File: src/rtl/iob_bus_sequencer.sv
// rtl/iob_bus_sequencer.sv - posted-write FIFO and 4-phase sequencer for CPU accesses to the IOB domain
module iob_bus_sequencer #(
  parameter int DEPTH = 2,
  parameter int AW    = 23
) (
  input  logic          CLK,
  input  logic          nRES,
  input  logic          BACT,
  input  logic          IOCS,
  input  logic          IOPWCS,
  input  logic          nWE,
  input  logic [AW-1:0] A,
  input  logic [1:0]    BE,
  input  logic [15:0]   D,
  output logic          CPUACK,
  output logic [15:0]   RD,
  output logic          IOREQ,
  output logic          IOWE,
  output logic [AW-1:0] IOA,
  output logic [1:0]    IOBE,
  output logic [15:0]   IOD,
  input  logic          IOACK,
  input  logic [15:0]   IORD,
  output logic          PostFull,
  output logic          PostEmpty
);

  localparam int PW = $clog2(DEPTH);
  localparam int CW = PW + 1;
  localparam int EW = AW + 2 + 16;
  localparam logic [CW-1:0] FULL_CNT = CW'(DEPTH);

  typedef enum logic [2:0] {
    C_IDLE,
    C_POST,
    C_DRAIN,
    C_DIRECT,
    C_DONE
  } cpu_state_t;

  typedef enum logic [1:0] {
    IO_IDLE,
    IO_REQ,
    IO_REL
  } io_state_t;

  cpu_state_t c_state, c_next;
  io_state_t  io_state, io_next;

  // Decode of the CPU cycle, frozen on the capture edge
  logic          cap_we;
  logic [AW-1:0] cap_a;
  logic [1:0]    cap_be;
  logic [15:0]   cap_d;

  // Posted-write storage; entries are {A, BE, D}
  logic [EW-1:0] mem [DEPTH];
  logic [PW-1:0] wr_ptr, rd_ptr;
  logic [CW-1:0] count;

  // Set while the IOB transfer in flight belongs to an unposted CPU cycle
  logic io_direct;

  logic fifo_full, fifo_empty;
  logic do_capture, do_push, do_launch, do_ack, rd_load;
  logic do_load_head, do_pop, io_done;

  assign fifo_full  = (count == FULL_CNT);
  assign fifo_empty = (count == '0);
  assign PostFull   = fifo_full;
  assign PostEmpty  = fifo_empty;

  // A direct transfer finishes when the IOB side sees its acknowledge
  assign io_done = (io_state == IO_REQ) && IOACK && io_direct;

  // CPU FSM next state and control strobes
  always_comb begin
    c_next     = c_state;
    do_capture = 1'b0;
    do_push    = 1'b0;
    do_launch  = 1'b0;
    do_ack     = 1'b0;
    rd_load    = 1'b0;
    case (c_state)
      C_IDLE: begin
        if (BACT && IOCS) begin
          do_capture = 1'b1;
          c_next     = (IOPWCS && !nWE) ? C_POST : C_DRAIN;
        end
      end
      C_POST: begin
        if (!BACT) begin
          c_next = C_IDLE;
        end else if (!fifo_full) begin
          do_push = 1'b1;
          do_ack  = 1'b1;
          c_next  = C_DONE;
        end
      end
      C_DRAIN: begin
        // Unposted cycles go out only once every earlier posted write is done
        if (!BACT) begin
          c_next = C_IDLE;
        end else if (fifo_empty && (io_state == IO_IDLE)) begin
          do_launch = 1'b1;
          c_next    = C_DIRECT;
        end
      end
      C_DIRECT: begin
        // Dropping BACT here lets the IOB handshake finish on its own, unacknowledged
        if (!BACT) begin
          c_next = C_IDLE;
        end else if (io_done) begin
          do_ack  = 1'b1;
          rd_load = !cap_we;
          c_next  = C_DONE;
        end
      end
      C_DONE: begin
        if (!BACT) c_next = C_IDLE;
      end
      default: c_next = C_IDLE;
    endcase
  end

  // IOB FSM next state, head load and pop strobes
  always_comb begin
    io_next      = io_state;
    do_load_head = 1'b0;
    do_pop       = 1'b0;
    case (io_state)
      IO_IDLE: begin
        if (do_launch) begin
          io_next = IO_REQ;
        end else if (!fifo_empty) begin
          do_load_head = 1'b1;
          io_next      = IO_REQ;
        end
      end
      IO_REQ: begin
        if (IOACK) begin
          do_pop  = !io_direct;
          io_next = IO_REL;
        end
      end
      IO_REL: begin
        if (!IOACK) io_next = IO_IDLE;
      end
      default: io_next = IO_IDLE;
    endcase
  end

  // State registers for both FSMs
  always_ff @(posedge CLK or negedge nRES) begin
    if (!nRES) begin
      c_state  <= C_IDLE;
      io_state <= IO_IDLE;
    end else begin
      c_state  <= c_next;
      io_state <= io_next;
    end
  end

  // CPU-side capture, acknowledge pulse and read-data register
  always_ff @(posedge CLK or negedge nRES) begin
    if (!nRES) begin
      cap_we <= 1'b0;
      cap_a  <= '0;
      cap_be <= '0;
      cap_d  <= '0;
      CPUACK <= 1'b0;
      RD     <= '0;
    end else begin
      if (do_capture) begin
        cap_we <= !nWE;
        cap_a  <= A;
        cap_be <= BE;
        cap_d  <= D;
      end
      CPUACK <= do_ack;
      if (rd_load) RD <= IORD;
    end
  end

  // FIFO storage write; contents need no reset since count gates every read
  always_ff @(posedge CLK) begin
    if (do_push) mem[wr_ptr] <= {cap_a, cap_be, cap_d};
  end

  // FIFO pointers and occupancy; simultaneous push and pop keep count unchanged
  always_ff @(posedge CLK or negedge nRES) begin
    if (!nRES) begin
      wr_ptr <= '0;
      rd_ptr <= '0;
      count  <= '0;
    end else begin
      if (do_push) wr_ptr <= wr_ptr + 1'b1;
      if (do_pop)  rd_ptr <= rd_ptr + 1'b1;
      case ({do_push, do_pop})
        2'b10:   count <= count + 1'b1;
        2'b01:   count <= count - 1'b1;
        default: count <= count;
      endcase
    end
  end

  // IOB request and transfer registers, held stable for the whole request phase
  always_ff @(posedge CLK or negedge nRES) begin
    if (!nRES) begin
      IOREQ     <= 1'b0;
      IOWE      <= 1'b0;
      IOA       <= '0;
      IOBE      <= '0;
      IOD       <= '0;
      io_direct <= 1'b0;
    end else begin
      IOREQ <= (io_next == IO_REQ);
      if (do_launch) begin
        IOWE      <= cap_we;
        IOA       <= cap_a;
        IOBE      <= cap_be;
        IOD       <= cap_d;
        io_direct <= 1'b1;
      end else if (do_load_head) begin
        IOWE             <= 1'b1;
        {IOA, IOBE, IOD} <= mem[rd_ptr];
        io_direct        <= 1'b0;
      end
    end
  end

endmodule
File: config.mk
export PLATFORM = sky130hd
export DESIGN_NAME = iob_bus_sequencer
export DESIGN_NICKNAME = d
export VERILOG_FILES = /design/src/rtl/iob_bus_sequencer.sv
export SDC_FILE = /design/constraint.sdc
export NUM_CORES = 1
export LEC_CHECK = 0
export ABC_CLOCK_PERIOD_IN_PS = 4600
export CORE_UTILIZATION = 40
export CTS_BUF_LIST = sky130_fd_sc_hd__clkbuf_16
export DETAILED_ROUTE_END_ITERATION = 6
export PLACE_DENSITY = 0.66
export SKIP_LAST_GASP = 1
export SLEW_MARGIN = 20
export SYNTH_ARGS = -nofsm -noshare
export SYNTH_HDL_FRONTEND = slang
export SYNTH_SLANG_ARGS = --single-unit
File: constraint.sdc
create_clock -name CLK -period 4.6 [get_ports CLK]
set_clock_uncertainty 0.1 [all_clocks]
set_input_delay 1.15 -clock CLK [delete_from_list [all_inputs] [get_ports CLK]]
set_output_delay 1.15 -clock CLK [all_outputs]
set_load 0.02 [all_outputs]
======== After elaboration in Yosys (flattened, before gate mapping) ========
Memory sizes are Yosys's and may differ from the RTL's.
Index checks and enable logic that the tools add are counted.
word-level totals
  flip-flop bits (word level) ............. 112
  memories kept ........................... 1
  RAM bits ................................ 82
  word-level logic and storage cells ...... 98
cells by class
  $add $sub $neg .......................... 4
  multiplexer cells ....................... 47
  eq/ne operators ......................... 15
  reductions and logical operators ........ 14
memories
  name  words  bits a word  read ports  clocked after Yosys merged registers in  wr ports  RTL line  RTL
  mem   2      41           1           0                                        1         57        logic [EW-1:0] mem [DEPTH];
operator list
  kind                   number
  $mux W23               2
  $mux W16               2
  $mux W1                24
  $mux W3                8
  $pmux W3 S5            1
  $mux W2                7
  $ne A3 B3 Y1 const B   3
  $eq A2 B1 Y1 const B   3
  $eq A2 B2 Y1 const B   3
  $eq A3 B2 Y1 const B   2
  $pmux W2 S3            1
  $logic_and A1 B1 Y1    5
  $reduce_and A5 Y1      1
  $logic_not A2 Y1       2
  $ne A2 B2 Y1 const B   2
  $pmux W2 S2            1
  $reduce_bool A2 Y1     2
  $eq A3 B1 Y1 const B   1
  $eq A3 B3 Y1 const B   1
  $logic_not A1 Y1       3
  $logic_not A3 Y1       1
  $add A1 B1 Y1 const B  2
  $add A2 B1 Y2 const B  1
  $pmux W1 S2            1
  $sub A2 B1 Y2 const B  1

======== Longest topological paths before layout ========
Gate-level depths: netlist (run 1).
  depth in word-level cells ............... 9
  gate-level depth with buffers ........... 8

======== Worst setup path after synthesis (run 1) ========
OpenSTA, ideal clock, no wires.
  path type ............................... input to register
  start ................................... in BACT
  end ..................................... mem mem[0][0] (netlist name) (enable)
  path slack .............................. 395 ps
  data arrival time ....................... 3666 ps
  path buffers ............................ 1
  cell stages on the path ................. 5
  cell sequence ........................... nor2b_1 nand2_1 or3_1 clkbuf_1 nor2_1
between the ends
  longest elaborated chain between the ends .. 4
ends and longest elaborated chain
  item                           RTL line  RTL
  start: declaration             8         input logic BACT,
  $mux W1                        92        if (!BACT) begin
  $mux W1                        84        case (c_state)
  $mux W1                        187       if (do_push) mem[wr_ptr] <= {cap_a, cap_be, cap_d};
  $mux W1 (not written as such)  187
  end: declaration               57
Every way passes these cells.

======== Worst setup path after layout (run 1) ========
  start ................................... in BACT
  end ..................................... mem mem[1][34] (netlist name) (enable)
Same word-level chain as after synthesis.

==> results of run 1 <==
==> path summary, 6_finish.rpt <==
kind	start	end	slack [ns]	cells past startpoint
worst max-delay path	BACT	mem[1][34]	1.40	6
max in group asynchronous	nRES	rd_ptr	2.93	2
worst min register to register	IOA[16]	IOA[16]	0.38	2
worst min-delay path	IOA[16]	IOA[16]	0.38	2
min in group asynchronous	nRES	IOA[15]	0.70	1
worst max register to register	c_state[2]	mem[1][34]	2.27	5
==> layout make-up <==
type	count	area share [%]
clock inverters	15	1.329
repair buffers	132	13.68
multi-input cells	274	23.19
well taps	234	3.020
clock buffers	17	4.388
inverters	2	0.07743
flip-flops and latches	194	54.32
==> worst register-to-register path, stage by stage, from the launching register on <==
cell	delay, ns
dfrtp_1	0.40
nor2b_1	0.26
nand2_1	0.15
or3_1	0.46
nor2_4	0.11
buf_4	0.47
==> stage by stage <==
stage | instances | hold WS (ns) | setup WS (ns) | utilization (%)
2_1_floorplan | 497 | 0.3576 | 0.3949 | -
3_3_place_gp | 836 | 0.3679 | 0.9918 | 48.87
3_5_place_dp | 836 | 0.3755 | 0.9503 | 48.87
4_1_cts | 868 | 0.3892 | 1.410 | 51.83
5_1_grt | 868 | 0.4161 | 1.276 | 51.83
6_report | 868 | 0.3834 | 1.400 | 51.83
==> power groups by stage <==
stage / clock, mW / combinational [mW] / sequential (mW)
after floorplan: 0 / 0.990 / 2.88
final: 1.38 / 1.73 / 2.83
after global routing: 1.49 / 1.89 / 2.91
after global placement: 0 / 1.72 / 2.84
after CTS: 1.42 / 1.76 / 2.85
after detailed placement: 0 / 1.75 / 2.88
==> routing by layer <==
layer  vias to the layer above  global-route usage (%)  wire length [um]
met4                         0                   6.940               293
met1                      2095                   18.05              5891
met5                         -                       0                 0
met2                        69                   26.89              7397
li1                       2033                       -                 -
met3                        19                   3.419               422
==> Yosys cell counts, drive strengths merged <==
cell type / count / area share, %
dfrtp: 112 / 37
mux2: 98 / 14
edfxtp: 82 / 32
nand2: 50 / 2.5
o21ai: 44 / 2.9
mux2i: 41 / 5.4
buf: 17 / 1.3
clkbuf: 10 / 0.49
nor2: 9 / 0.44
nor2b: 5 / 0.41
a21oi: 3 / 0.20
nand2b: 3 / 0.25
xnor2: 3 / 0.34
inv: 2 / 0.098
nand3b: 2 / 0.20
o22ai: 2 / 0.16
xor2: 2 / 0.23
a211oi: 1 / 0.098
a21boi: 1 / 0.098
a221oi: 1 / 0.11
and4bb: 1 / 0.16
ha: 1 / 0.16
nor3: 1 / 0.21
nor4: 1 / 0.28
o31ai: 1 / 0.16
o32ai: 1 / 0.11
or2: 1 / 0.11
or2b: 1 / 0.098
or3: 1 / 0.082
==> kinds of logic after synthesis <==
group / after synthesis / share of synthesized area (%)
adder cells (fa/ha/maj): 1 / 0.1638
multiplexers: 139 / 19.83
buffers and inverters: 29 / 1.917
flip-flops: 194 / 68.95
XOR/XNOR: 5 / 0.5736
AND/OR/NAND/NOR: 75 / 4.736
AO/OA/AOI/OAI: 54 / 3.834
==> flip-flops by register name, indices dropped and copies added, names as in the netlist, 2 cells and up <==
signal	cells
io_state	2
mem	82
IOD	16
IOA	23
count	2
cap_be	2
RD	16
cap_a	23
IOBE	2
cap_d	16
c_state	3
==> run_results.csv, run 1 <==
group,metric,value,unit
timing,layout_worst_path_cycle_share,69.58,%
route,first_iteration_detailed_routing_drc_count,173,
placed_design,buffer_ports.inserted,125,
floorplan,start_util,40.82,%
logic_synthesis,yosysSeqAreaShare,68.95,%
logic_synthesis,post_synthesis_net_count,562,
logic_synthesis,postSynthAreaPerCell,15.36,um2
floorplan,die_w,140.2,um
worst_setup_path,critical_path.startpoint_type,"primary input",
power_and_ir_drop,p_int,4.068,mW
timing,slew_headroom,35.33,%
logic_synthesis,ys_warn_count,0,
route,avgRoutedWirePerCell,16.13,um
route,drt_drc_violations_left,0,
global_routing,globalRouteOverflowTotal,0,
logic_synthesis,synthCells,497,
cts,cts_hold_repair.buffers,0,
finish,synthToLayoutAreaGrowth,26.97,%
finish,n_fill_cell,1557,
global_routing,grt_util_all_layers,15.36,%
power_and_ir_drop,power_frac_comb,29.1,%
timing,grt_setup_unrepaired,"false",
power_and_ir_drop,seq_power_share,47.6,%
finish,antennaDiodeCount,0,
finish,mostFrequentLayoutCell,"clkdlybuf4s50_1",
worst_setup_path,critPathTopFamily,"simple AND/OR/NAND/NOR gates",
placed_design,dp_hpwl,9.118,mm
timing,timing.setup.tns,0,ns
power_and_ir_drop,power,5.942,mW
finish,layout-drive-gt1-share,22.08,%
worst_setup_path,critical_path.max_stage_delay,0.50,ns
finish,multi_input_area,2248,um2
timing,hold_viol_final,0,
placed_design,placed_area,9141,um2
cts,cts_buffer_depth,2,
worst_setup_path,worstPathBufferInverterCount,2,
timing,setup-violations-final,0,
route,drt.antenna.violating_nets,0,
timing,final-max-slew-violation-count,0,
route,detail_route.wirelength,14.01,mm
worst_hold_path,hold_path.class,"reg2reg",
worst_setup_path,worst_path_max_delay_cell,"clkdlybuf4s50_1",
worst_setup_path,critical_path.cell_chain,"clkdlybuf4s50_1 -> nor2b_1 -> nand2_1 -> or3_1 -> nor2_4 -> buf_4",
worst_setup_path,worst-setup-path-type,"in2reg",
finish,final_cell_mix,"124 x clkdlybuf4s50_1, 111 x dfrtp_1, 98 x mux2_2",
cts,cts.root.buffer_cell,"clkbuf_16",
global_routing,grt_first_pass_wirelength,22.94,mm
finish,finish.instance_area,9696,um2
cts,cts_num_sinks,194,
timing,clock.fmax,0.3125,GHz
route,vias,4216,
logic_synthesis,netlist_area,7636,um2
global_routing,grt_max_degree,63,
floorplan,row_count,50,
finish,sequential_cell_area,5266,um2
worst_setup_path,worst_ep_arrival,3.16,ns
cts,cts_tree,"yes",
power_and_ir_drop,switching_fraction_of_total_power,31.53,%
power_and_ir_drop,power_density,612.9,nW/um2
timing,worst_pin_slew,0.9701,ns
outcome,outcome,"finished clean",
cts,cts_repair_resizes,0,
floorplan,core_area,18710,um2
worst_setup_path,crit_path_end_kind,"flip-flop",
floorplan,num_io_pins,126,
route,drt_first_pass_iters,4,
worst_setup_path,path_max_fanout,41,
cts,postCtsSetupRepairBufs,0,
global_routing,grt_antenna_before_repair,0,
cts,clk-insertion-delay-late,0.42,ns
power_and_ir_drop,clock_power_share,23.3,%
job,drv_cap,0,
finish,design.final.nets,686,
floorplan,fp.dieH,140.2,um
floorplan,dieArea,19650,um2
logic_synthesis,synth.ff_latch_count,194,
cts,cts_made_buffers,17,
timing,timing.final.crit_period,3.200,ns
placed_design,place.gp.congestion,0.7600,
cts,clk_pin_slew_worst_paths,0.06,ns
power_and_ir_drop,p_leak,4.034,nW
power_and_ir_drop,peakVddDrop,0.3137,mV
cts,cts_max_level,4,
route,avgViaCountPerCell,4.857,
logic_synthesis,post_synth_num_cell_types,33,
global_routing,grt_pass1_vias,4440,
worst_setup_path,critPathRequiredTime,4.56,ns
power_and_ir_drop,switching_power_summed_over_all_nets,1.874,mW
No activity file was read; power rests on OpenSTA's default activity.
==> run 2, diff against run 1 <==
- ABC_CLOCK_PERIOD_IN_PS: 4600 -> 2840
- PLACE_DENSITY: 0.66 -> 0.68
- clock period: 4.6 -> 2.84 ns (I/O delays scaled with it)
==> run 2 against run 1 <==
Core utilization rose by 1.0 points. Final area rose by 2.0%. Combinational power rose by 67%. Highest routed layer unchanged. Critical path type is now reg2out.
==> run_results.csv, run 2 (synthesized netlist as in run 1, its figures left out) <==
group,metric,value,unit
timing,clock.fmax,0.3798,GHz
global_routing,grt_first_pass_wirelength,24.19,mm
worst_setup_path,crit_path_end_kind,"output port",
timing,timing.final.crit_period,2.633,ns
timing,setup-violations-final,0,
finish,layout-drive-gt1-share,23.52,%
timing,slew_headroom,33.37,%
finish,top_regs,"mem (82), IOA (23), cap_a (23)",
placed_design,dpl_worst_slack,-0.03237,ns
placed_design,place.gp.congestion,0.7235,
cts,clk-insertion-delay-late,0.42,ns
worst_setup_path,critical_path.cell_chain,"nor2b_1 -> clkdlybuf4s50_1",
global_routing,use_met1,20.16,%
timing,finalWorstSetupSlack,0.2073,ns
power_and_ir_drop,power_density,991.6,nW/um2
worst_setup_path,regToRegEndpoint,"count[1]",
route,avgViaCountPerCell,4.905,
cts,cts.root.buffer_cell,"clkbuf_16",
global_routing,grt_max_degree,71,
worst_setup_path,worst_r2r_startpoint,"count[1]",
power_and_ir_drop,clock_power_share,23.6,%
cts,clk_pin_slew_worst_paths,0.07,ns
route,drt.antenna.violating_nets,0,
timing,worst_pin_slew,0.9994,ns
floorplan,die_w,140.2,um
cts,cts_num_sinks,194,
timing,hold_viol_final,0,
global_routing,grt_pass1_vias,4500,
finish,finish.instance_area,9886,um2
worst_setup_path,worst_ep_arrival,1.82,ns
power_and_ir_drop,p_leak,4.143,nW
job,drv_cap,0,
timing,timing.hold.ws,0.03722,ns
worst_hold_path,hold_path.class,"in2async",
finish,antennaDiodeCount,0,
global_routing,busiest_layer,"met2",
global_routing,grt_antenna_before_repair,0,
floorplan,num_io_pins,126,
worst_setup_path,path_max_fanout,5,
worst_setup_path,timing.reg2reg.setup_slack,0.80,ns
global_routing,global_route.usage.met2,27.42,%
placed_design,dp_hpwl,9.977,mm
finish,design.final.nets,694,
global_routing,grt_util_all_layers,16.04,%
cts,cts_made_buffers,17,
worst_setup_path,critPathRequiredTime,2.03,ns
route,drt_drc_violations_left,0,
worst_setup_path,worst-setup-path-type,"reg2out",
global_routing,globalRouteOverflowTotal,0,
finish,mostFrequentLayoutCell,"clkdlybuf4s50_1",
placed_design,placed_area,9306,um2
cts,cts_repair_resizes,0,
power_and_ir_drop,power_frac_comb,29.5,%
route,first_iteration_detailed_routing_drc_count,222,
power_and_ir_drop,switching_power_summed_over_all_nets,3.122,mW
route,detail_route.wirelength,14.55,mm
route,avgRoutedWirePerCell,16.61,um
finish,synthToLayoutAreaGrowth,29.46,%
outcome,outcome,"finished clean",
timing,final-max-slew-violation-count,0,
power_and_ir_drop,p_int,6.681,mW
power_and_ir_drop,seq_power_share,46.8,%
worst_setup_path,critical_path.startpoint_type,"flip-flop",
cts,cts_buffer_depth,2,
floorplan,row_count,50,
cts,cts_hold_repair.buffers,0,
worst_setup_path,worst_path_max_delay_cell,"clkdlybuf4s50_1",
finish,largest_reg_flops,82,
floorplan,fp.dieH,140.2,um
worst_setup_path,r2r_cells,5,
floorplan,start_util,40.82,%
placed_design,buffer_ports.inserted,125,
power_and_ir_drop,peakVddDrop,0.4529,mV
timing,layout_worst_path_cycle_share,92.70,%
floorplan,core_area,18710,um2
route,drt_first_pass_iters,4,
finish,regMostFlops,"mem",
power_and_ir_drop,switching_fraction_of_total_power,31.85,%
cts,cts_tree,"yes",
route,vias,4297,
finish,final_cell_mix,"124 x clkdlybuf4s50_1, 111 x dfrtp_1, 98 x mux2_2",
timing,grt_setup_unrepaired,"false",
cts,cts_max_level,4,
cts,postCtsSetupRepairBufs,0,
worst_setup_path,critical_path.max_stage_delay,0.65,ns
floorplan,dieArea,19650,um2
global_routing,grt.met3_usage,3.453,%
-- run 2: cell count changes in the layout (fill, tap and decap cells not counted), moves of 2 or more --
cell / change
clkinvlp_4: -3
clkbuf_16: +2
clkinv_1: -2
inv_4: +2
buf_12: +8
inv_6: +2
-- run 2: final cells by class --
cell class | count | area, um2
clock buffer | 19 | 475.5
clock inverter | 13 | 103.9
fill | 1514 | 8820
inverter | 2 | 7.507
multi-input combinational | 274 | 2253
sequential | 194 | 5266
tap | 234 | 292.8
timing repair buffer | 140 | 1486
-- run 2: metrics by stage --
stage          std cells  setup TNS (ns)  power [mW]  util (%)
3_5_place_dp         844        -0.03237       7.592     49.75
4_1_cts              876               0       9.938     52.85
6_report             876               0       9.803     52.85
3_3_place_gp         844      -0.0008773       7.483     49.75
5_1_grt              876               0       10.36     52.85
2_1_floorplan        497          -21.00       6.270         -
-- run 2: worst max-delay path by stage --
stage                     startpoint   endpoint  slack [ns]  depth (start not counted)
after floorplan                 BACT  mem[0][0]       -0.26                          5
after global placement          BACT   count[1]     -0.0009                          7
after detailed placement        BACT   count[1]       -0.03                          7
after CTS                   count[1]   PostFull        0.16                          2
after global routing        count[1]   PostFull        0.10                          2
final                       count[1]   PostFull        0.21                          2
-- run 2: power by group through the flow --
| stage | sequential, mW | combinational, mW | clock, mW |
|---|---|---|---|
| after global routing | 4.72 | 3.15 | 2.50 |
| after detailed placement | 4.66 | 2.93 | 0 |
| final | 4.59 | 2.89 | 2.32 |
| after global placement | 4.61 | 2.87 | 0 |
| after CTS | 4.61 | 2.95 | 2.38 |
| after floorplan | 4.66 | 1.61 | 0 |
-- run 2: worst max-delay path, delay by kind of cell, from the launching register on --
kind,cells,cell delay [ns]
AND/OR/NAND/NOR,1,0.24
buffers and inverters,1,0.65
flip-flops,1,0.51
-- run 2: per-layer routing --
| layer | vias to the layer above | part of all wire [%] |
|---|---|---|
| li1 | 2064 | - |
| met1 | 2145 | 44 |
| met2 | 71 | 52 |
| met3 | 17 | 2.2 |
| met4 | 0 | 1.6 |
| met5 | - | 0 |
==> run 3, diff against run 2 <==
--- a/config.mk
+++ b/config.mk
@@ -12,2 +12,3 @@
 export PLACE_DENSITY = 0.68
+export RECOVER_POWER = 100
 export SKIP_LAST_GASP = 1
--- a/constraint.sdc
+++ b/constraint.sdc
@@ -4,2 +4,2 @@
 set_output_delay 0.71 -clock CLK [all_outputs]
-set_load 0.02 [all_outputs]
+set_load 0.005 [all_outputs]
==> run 3 against run 2 <==
Power shrank 6.1%. Fmax grew 1.7%. Sequential cell count is the same. Combinational power shrank 19%. Clock-buffer cell count is the same. Critical endpoint is now mem[0][4]. Non-clock buffer count is the same. Register-to-register slack lost 0.41 ns. Core utilization shrank 0.55 points. Critical path depth grew 4. Global-route usage is the same. Worst hold slack gained 0.25 ns. Die area is the same.
==> run_results.csv, run 3 (synthesized netlist as in run 1, its figures left out) <==
group,metric,value,unit
finish,top_regs,"mem (82), IOA (23), cap_a (23)",
cts,cts_repair_resizes,0,
route,detail_route.wirelength,14.57,mm
route,drt.antenna.violating_nets,0,
global_routing,busiest_layer,"met2",
worst_setup_path,worst_r2r_startpoint,"count[0]",
global_routing,use_met1,20.16,%
cts,postCtsSetupRepairBufs,0,
finish,design.final.nets,694,
worst_setup_path,worst-setup-path-type,"in2reg",
timing,hold_viol_final,0,
global_routing,grt_first_pass_wirelength,24.19,mm
global_routing,globalRouteOverflowTotal,0,
global_routing,grt.met3_usage,3.453,%
timing,final-max-slew-violation-count,0,
power_and_ir_drop,power,9.207,mW
timing,timing.setup.tns,0,ns
finish,antennaDiodeCount,0,
global_routing,grt_antenna_before_repair,0,
finish,synthToLayoutAreaGrowth,28.12,%
global_routing,grt_util_all_layers,16.04,%
cts,cts_hold_repair.buffers,0,
worst_setup_path,critical_path.startpoint_type,"primary input",
power_and_ir_drop,p_leak,4.219,nW
finish,largest_reg_flops,82,
global_routing,global_route.usage.met2,27.42,%
worst_setup_path,worst_setup_path_startpoint,"BACT",
finish,regMostFlops,"mem",
placed_design,buffer_ports.inserted,125,
finish,final_cell_mix,"111 x dfrtp_1, 98 x mux2_2, 82 x edfxtp_1",
route,first_iteration_detailed_routing_drc_count,219,
worst_setup_path,critical_path.cell_chain,"clkdlybuf4s50_1 -> nor2b_1 -> nand2_1 -> or3_1 -> nor2_1 -> buf_4",
cts,clk_pin_slew_worst_paths,0.07,ns
worst_setup_path,crit_path_end_kind,"flip-flop",
power_and_ir_drop,power_density,941.1,nW/um2
timing,setup-violations-final,0,
outcome,outcome,"finished clean",
floorplan,num_io_pins,126,
worst_setup_path,worst_ep_arrival,2.62,ns
cts,cts_max_level,4,
floorplan,row_count,50,
cts,cts_tree,"yes",
power_and_ir_drop,peakVddDrop,0.4382,mV
worst_setup_path,path_max_fanout,8,
route,drt_drc_violations_left,0,
floorplan,fp.dieH,140.2,um
timing,slew_headroom,30.27,%
cts,cts_buffer_depth,2,
timing,clock.fmax,0.3864,GHz
route,avgViaCountPerCell,4.916,
finish,final_util,52.30,%
timing,worst_pin_slew,1.046,ns
worst_hold_path,hold_path.class,"in2async",
finish,layout-drive-gt1-share,22.27,%
global_routing,grt_pass1_vias,4500,
floorplan,die_w,140.2,um
timing,layout_worst_path_cycle_share,91.14,%
route,vias,4306,
route,drt_first_pass_iters,4,
placed_design,place.gp.congestion,0.7235,
floorplan,dieArea,19650,um2
route,avgRoutedWirePerCell,16.63,um
job,drv_cap,0,
floorplan,start_util,40.82,%
timing,timing.final.crit_period,2.588,ns
cts,cts_made_buffers,17,
cts,cts.root.buffer_cell,"clkbuf_16",
floorplan,core_area,18710,um2
finish,mostFrequentLayoutCell,"dfrtp_1",
worst_setup_path,critical_path.max_stage_delay,0.50,ns
global_routing,grt_max_degree,71,
placed_design,dp_hpwl,9.977,mm
timing,grt_setup_unrepaired,"false",
worst_setup_path,critPathRequiredTime,2.87,ns
worst_setup_path,worst_path_max_delay_cell,"clkdlybuf4s50_1",
cts,cts_num_sinks,194,
cts,clk-insertion-delay-late,0.42,ns
==> run 3: cell types whose count changed in the layout (fill, tap and decap cells not counted), moves of 2 or more <==
| cell | before | now |
|---|---|---|
| o21ai_1 | 12 | 0 |
| nor2_4 | 2 | 0 |
| clkdlybuf4s50_1 | 124 | 61 |
| o21ai_0 | 32 | 44 |
| clkbuf_2 | 0 | 2 |
| buf_12 | 10 | 7 |
| dlygate4sd3_1 | 0 | 63 |
| nor2_1 | 7 | 9 |
| buf_4 | 6 | 2 |
| clkbuf_1 | 0 | 3 |
==> run 3: final timing paths <==
kind	endpoint	slack (ns)	cells past startpoint
worst max-delay path	mem[0][4]	0.25	6
worst min-delay path	cap_a[17]	0.29	1
worst max register to register	IOA[1]	0.39	5
worst min register to register	IOBE[1]	0.37	2
max in group asynchronous	IOD[8]	0.96	2
min in group CLK	IOBE[1]	0.37	2
==> run 3: cell type report <==
cell class | count | area, um2
clock buffer | 19 | 475.5
inverter | 2 | 7.507
timing repair buffer | 140 | 1430
tap | 234 | 292.8
multi-input combinational | 274 | 2207
fill | 1532 | 8922
clock inverter | 13 | 103.9
sequential | 194 | 5266
==> run 3: per-layer routing <==
metal  vias to the layer above  part of all wire, %
li1                       2059                    -
met1                      2165                   43
met4                         0                  1.3
met2                        67                   53
met5                         -                    0
met3                        15                  2.1
==> run 3: stage by stage <==
| stage | worst slack, ns | instances | hold WS [ns] | area (um2) |
|---|---|---|---|---|
| floorplan | -0.2561 | 497 | 0.3144 | 7641 |
| global placement | -0.0008773 | 844 | 0.3649 | 9306 |
| detailed placement | -0.03237 | 844 | 0.3730 | 9306 |
| CTS | 0.2660 | 876 | 0.02719 | 9886 |
| global route | 0.1338 | 876 | 0.3348 | 9783 |
| finish | 0.2518 | 876 | 0.2881 | 9783 |
==> run 3: power breakdown <==
group / internal [mW] / switching [mW] / total [mW]
logic: 1.35 / 0.991 / 2.34
clock network: 1.31 / 1.01 / 2.32
registers: 3.85 / 0.700 / 4.55
total: 6.51 / 2.70 / 9.21
==> run 3: worst max-delay path, delay by kind of cell <==
family / cells / cell delay, ns
buffers and inverters: 2 / 0.77
AND/OR/NAND/NOR: 4 / 1.13
